`src/rtl/shift_collect.sv`:
```
// shift_collect: MSB-first serial-to-parallel collector with one-entry valid/ready buffer; SHIFT_COLLECT_PARITY_EN adds a parity bit
module shift_collect #(
  parameter int WIDTH = 8,
  localparam int CW = $clog2(WIDTH + 1)
) (
  input  logic             clk,
  input  logic             resetq,
  input  logic             bit_in,
  input  logic             bit_valid,
  input  logic             frame_start,
  output logic [WIDTH-1:0] word_out,
  output logic             word_valid,
  input  logic             word_ready,
  output logic [CW-1:0]    bit_cnt,
  output logic             overflow,
  output logic             resync
`ifdef SHIFT_COLLECT_PARITY_EN
  ,
  output logic             parity_err
`endif
);
  typedef enum logic [1:0] {IDLE, SHIFT, PARITY} state_t;
  localparam logic [CW-1:0] LAST = CW'(WIDTH - 1);
  state_t state_q, state_d;
  logic [WIDTH-1:0] shreg_q, shreg_d, word_q, word_d, done_word, shifted, fresh;
  logic [CW-1:0] cnt_q, cnt_d;
  logic valid_q, valid_d, ovf_q, ovf_d, resync_q, resync_d, done, load;
`ifdef SHIFT_COLLECT_PARITY_EN
  logic perr_q, perr_d;
`endif
  assign shifted = {shreg_q[WIDTH-2:0], bit_in};
  assign fresh = {{(WIDTH-1){1'b0}}, bit_in};
  always_comb begin
    state_d = state_q;
    shreg_d = shreg_q;
    cnt_d = cnt_q;
    resync_d = 1'b0;
    done = 1'b0;
    done_word = shifted;
`ifdef SHIFT_COLLECT_PARITY_EN
    perr_d = perr_q;
`endif
    if (bit_valid && frame_start) begin
      state_d = SHIFT;
      shreg_d = fresh;
      cnt_d = CW'(1);
      resync_d = state_q != IDLE;
    end else if (bit_valid && state_q == SHIFT) begin
      shreg_d = shifted;
      cnt_d = cnt_q == LAST ? '0 : cnt_q + 1'b1;
      if (cnt_q == LAST) begin
`ifdef SHIFT_COLLECT_PARITY_EN
        state_d = PARITY;
`else
        state_d = IDLE;
        done = 1'b1;
`endif
      end
`ifdef SHIFT_COLLECT_PARITY_EN
    end else if (bit_valid && state_q == PARITY) begin
      state_d = IDLE;
      done = 1'b1;
      done_word = shreg_q;
      perr_d = perr_q | (^{shreg_q, bit_in});
`endif
    end
    load = done && (!valid_q || word_ready);
    word_d = load ? done_word : word_q;
    valid_d = load | (valid_q & ~word_ready);
    ovf_d = ovf_q | (done & ~load);
  end
  always_ff @(posedge clk) begin
    if (!resetq) begin
      state_q <= IDLE;
      shreg_q <= '0;
      cnt_q <= '0;
      word_q <= '0;
      valid_q <= 1'b0;
      ovf_q <= 1'b0;
      resync_q <= 1'b0;
`ifdef SHIFT_COLLECT_PARITY_EN
      perr_q <= 1'b0;
`endif
    end else begin
      state_q <= state_d;
      shreg_q <= shreg_d;
      cnt_q <= cnt_d;
      word_q <= word_d;
      valid_q <= valid_d;
      ovf_q <= ovf_d;
      resync_q <= resync_d;
`ifdef SHIFT_COLLECT_PARITY_EN
      perr_q <= perr_d;
`endif
    end
  end
  assign word_out = word_q;
  assign word_valid = valid_q;
  assign bit_cnt = cnt_q;
  assign overflow = ovf_q;
  assign resync = resync_q;
`ifdef SHIFT_COLLECT_PARITY_EN
  assign parity_err = perr_q;
`endif
endmodule

```
`config.mk`:
```
export PLATFORM = sky130hd
export DESIGN_NAME = shift_collect
export DESIGN_NICKNAME = d
export VERILOG_FILES = /design/src/rtl/shift_collect.sv
export SDC_FILE = /design/constraint.sdc
export NUM_CORES = 1
export LEC_CHECK = 0
export BUFFER_PORTS_ARGS = -buffer_cell sky130_fd_sc_hd__buf_4
export CAP_MARGIN = 40
export CORE_MARGIN = 3
export CORE_UTILIZATION = 54
export DETAILED_ROUTE_END_ITERATION = 6
export MAX_ROUTING_LAYER = met4
export PLACE_DENSITY = 0.8
export SLEW_MARGIN = 40
export SYNTH_ARGS = -nofsm -noshare
export SYNTH_HDL_FRONTEND = slang
export SYNTH_SLANG_ARGS = --single-unit
```
`constraint.sdc`:
```
create_clock -name clk -period 2.4 [get_ports clk]
set_input_delay 0.48 -clock clk [delete_from_list [all_inputs] [get_ports clk]]
set_output_delay 0.48 -clock clk [all_outputs]
set_load 0.02 [all_outputs]
```
### Yosys cells after proc, flatten, opt, wreduce, memory -nomap -nowiden

Cells that the tools add are included.

| word-level totals | value |
|---|---|
| output and inout bits | 15 |
| register bits | 23 |
| input port bits | 6 |
| word-level logic and storage cells | 39 |

| cells by class | value |
|---|---|
| bitwise logic cells | 7 |
| add/subtract/negate cells | 1 |
| reductions and logical operators | 10 |
| equal/unequal tests | 1 |
| multiplexer cells | 11 |

Operators by type and width:

| operator | number |
|---|---|
| $mux W1 | 10 |
| $add A4 B1 Y4 const B | 1 |
| $eq A4 B3 Y1 const B | 1 |
| $mux W4 | 1 |
| $reduce_and A2 Y1 | 2 |
| $reduce_bool A2 Y1 | 2 |
| $logic_and A1 B1 Y1 | 3 |
| $not A1 Y1 | 3 |
| $and A1 B1 Y1 | 2 |
| $or A1 B1 Y1 | 2 |
| $reduce_or A2 Y1 | 1 |
| $logic_not A1 Y1 | 1 |
| $logic_or A1 B1 Y1 | 1 |

### Logic depth before layout (Yosys ltp)

| logic depth | value |
|---|---|
| depth in word-level cells | 8 |
| mapped depth | 4 |
| depth with buffers taken out | 4 |

### Worst setup path after synthesis

OpenSTA, ideal clock, no wires.

| timing path | value |
|---|---|
| kind | register to register |
| start point | register cnt_q[0], in the netlist bit_cnt[0] |
| end point | register word_q[0], in the netlist word_out[0] |
| period minus slack after synthesis | 1610 ps |
| cell stages (with the launch flop) | 5 |
| slack | 790 ps |
| arrival | 1539 ps |
| buffers on the path | 0 |
| cells stage by stage | dfxtp_1 ha_1 nand3b_1 nor4_4 mux2i_1 |

| between the ends | value |
|---|---|
| longest elaborated chain between the ends | 5 |

Ends and longest elaborated chain:

| element | RTL line | source |
|---|---|---|
| start, declared | 26 | `logic [CW-1:0] cnt_q, cnt_d;` |
| start signal, assigned | 87 | `cnt_q <= cnt_d;` |
| $eq A4 B3 Y1 | 51 | `if (cnt_q == LAST) begin` |
| $mux W1 | 51 |  |
| $mux W1 | 48 | `end else if (bit_valid && state_q == SHIFT) begin` |
| $mux W1 | 43 | `if (bit_valid && frame_start) begin` |
| $logic_and A1 B1 Y1 | 67 | `load = done && (!valid_q \|\| word_ready);` |
| end signal, assigned | 88 | `word_q <= word_d;` |
| end, declared | 25 | `logic [WIDTH-1:0] shreg_q, shreg_d, word_q, word_d, done_word, shifted, fresh;` |

Every way passes these cells.
A chain may end at the register's enable or synchronous reset.

### Final worst setup path

| timing path | value |
|---|---|
| start point | register cnt_q[0], in the netlist bit_cnt[0] |
| end point | register word_q[1], in the netlist word_out[1] |

Same word-level chain as after synthesis.

==> flow_summary.toml <==
[outcome]
run_status = "finished clean"

[synth]
syn_nets = 109
syn_inst = 102
yosys.area.top_type = "dfxtp_1"
netlist_area_sq_um = 898
avgSynthCellArea_sq_um = 8.81
synth.distinct_cells = 22
ys_ff_latch = 23
synth.top_cell.area_share_pct = 51.3
yosysWarnings = 0
synth-seq-area-share_pct = 51.3
synth_area_leaders = "dfxtp_1, nand2_1, mux2i_1"

[floorplan]
rows = 14
die_w_microns = 46.8
initial_utilization_pct = 58.3
die_area_sq_mm = 0.00219
die_y_microns = 46.8
core_sq_mm = 0.00154
design.portCount = 21

[clock_network]
post_cts_buffers = 0
cts_made_buffers = 3
cts_hold_buf = 0
ctsResizeCount = 0
path_clk_slew_ns = 0.12
cts_tree = "yes"
cts_root_buf = "clkbuf_4"
clockBufferDepth = 2
clkSinkCount = 23
htreeDepth = 1
clk_latency_ns = 0.31

[sta]
rsz0062_at_grt = "no"
setup_viol = 0
max_freq_mhz = 573
drv_slew = 0
relSlewSlack_pct = 53.0
min_period_ns = 1.75
final_hold_viol_count = 0
min_period_over_period_pct = 72.8
fin_tns_setup_ns = 0
skew_ns = 0.00527
worst_slew_pin_slew_ns = 0.700

[final_layout]
nFillCells = 142
synthToLayoutAreaGrowth_pct = 20.2
n_antenna_cell = 0
final_layout_size_suffix_gt1_share_pct = 21.3
final_area_sq_mm = 0.00108
final_cells = 138
num-nets-final = 130

[drt]
viasPerCell = 5.40
drt-initial-drc-count = 11
dr.pass1.iters = 4
wire_per_inst_microns = 12.1
drc = 0
drtAntennaViolNets = 0
vias = 745
drt-total-wl_mm = 1.66

[power_and_ir_drop]
power.leakage_nw = 0.415
power_density_mw_per_mm2 = 559
irDropWorstVdd_uv = 388

[placed_design]
place_inst = 134
place.gp.congestion = 0.769
placed_area_sq_mm = 0.00105
hpwl_mm = 1.21
io_buffers = 20

[min_path]
hold_depth = 3
hp-class = "input pin to register"

[worst_setup_path]
crit_arrival_ns = 1.99
slowest_delay_ns = 0.58
cp.required_ns = 2.64
critPathLaunchType = "register"
critical_path_class = "register to register"
worstSetupEndpointType = "register"
critPathSlowestCell = "nor4_4"
worstRegToRegCells = 4
timing.rr.end = "word_out[1]"
worstReg2RegStart = "bit_cnt[0]"
r2r_slack_ns = 0.65
worstSetupEndpoint = "word_out[1]"
worstPathMaxFanout = 8
cp_cell_sequence = "ha_1 > nand3b_1 > nor4_4 > mux2i_1"
critPathLaunch = "bit_cnt[0]"

[grt]
grt_overflow = 0
grt_max_degree = 23
grt_pass1_vias = 613
grt_util_all_layers_pct = 17.8
grt_pass1_wl_mm = 2.67
antenna_found_initial = 0

[job]
drv_cap = 0
report_power, final:
part | total [mW] | switching [mW] | internal, mW | leakage (nW)
combinational | 0.0373 | 0.0237 | 0.0136 | 0.214
sequential | 0.390 | 0.00442 | 0.386 | 0.186
clock | 0.176 | 0.111 | 0.0649 | 0.0150
final cells by class:
class / count / area (sq um) / area share [%]
Timing Repair Buffer: 20 / 150 / 13.9
Inverter: 2 / 7.51 / 0.695
Clock buffer: 4 / 26.3 / 2.43
Sequential cell: 23 / 460 / 42.6
Tap cell: 16 / 20.0 / 1.85
Multi-Input combinational cell: 73 / 415 / 38.5
registers in the layout (all words and copies together) (netlist names):
register / count
resync: 1
shreg_q: 7
bit_cnt: 4
state_q: 1
word_out: 8
overflow: 1
word_valid: 1
worst max-delay path: cells and delay by family, from the launching register on:
family | cells | cell delay, ns
mux | 1 | 0.27
fa+ha+maj | 1 | 0.21
simple gates | 2 | 0.78
flops | 1 | 0.42
metrics by stage:
step	util, %	total power, mW	hold slack [ns]	setup WS [ns]
after CTS	70.0	0.605	0.423	0.668
after global placement	68.3	0.436	0.444	0.727
after detailed placement	68.3	0.436	0.447	0.649
after global routing	70.0	0.627	0.430	0.512
final	70.0	0.603	0.422	0.654
after floorplan	-	0.420	0.437	0.790
layer usage:
layer | track usage, % | wire [microns] | vias up
met5 | - | 0 | -
met4 | 8.29 | 32 | 0
met3 | 3.45 | 84 | 5
met2 | 26.0 | 737 | 22
met1 | 23.6 | 808 | 334
li1 | - | - | 384
cell families after synthesis:
logic type	Yosys count	share of synthesized area, %
fa+ha+maj	1	1.39
buf+inv	6	2.51
xor+xnor	1	0.975
simple gates	47	24.7
flops	23	51.3
mux	9	10.0
compound gates	15	9.19
layout by cell type (no fill, tap or decap):
master	Yosys	final
nand2_2	1	1
nand3_1	2	2
nor2b_1	1	1
nand3b_1	2	2
o21ai_0	3	3
ha_1	1	1
clkbuf_1	4	1
buf_4	0	20
nor3_1	1	1
clkbuf_4	0	3
mux2i_1	9	9
nor4_4	1	1
a31o_2	1	1
a31oi_1	1	1
o21a_1	1	1
inv_1	2	2
and3_1	1	1
nor2_1	2	2
a21oi_1	9	9
xor2_1	1	1
or4_1	1	1
and2_1	2	2
nand2_1	33	33
dfxtp_1	23	23
cells in the mapped netlist:
cell type / number
a21oi_1: 9
a31o_2: 1
a31oi_1: 1
and2_1: 2
and3_1: 1
clkbuf_1: 4
dfxtp_1: 23
ha_1: 1
inv_1: 2
mux2i_1: 9
nand2_1: 33
nand2_2: 1
nand3_1: 2
nand3b_1: 2
nor2_1: 2
nor2b_1: 1
nor3_1: 1
nor4_4: 1
o21a_1: 1
o21ai_0: 3
or4_1: 1
xor2_1: 1
worst min-delay path by stage:
stage | to | from | slack, ns
after global placement | word_out[2] | word_out[2] | 0.44
after detailed placement | word_out[2] | word_out[2] | 0.45
after floorplan | shreg_q[6] | shreg_q[6] | 0.44
after global routing | shreg_q[0] | bit_in | 0.43
after CTS | word_out[0] | bit_in | 0.42
final | shreg_q[0] | bit_in | 0.42
Power figures use the tool's default switching activity.
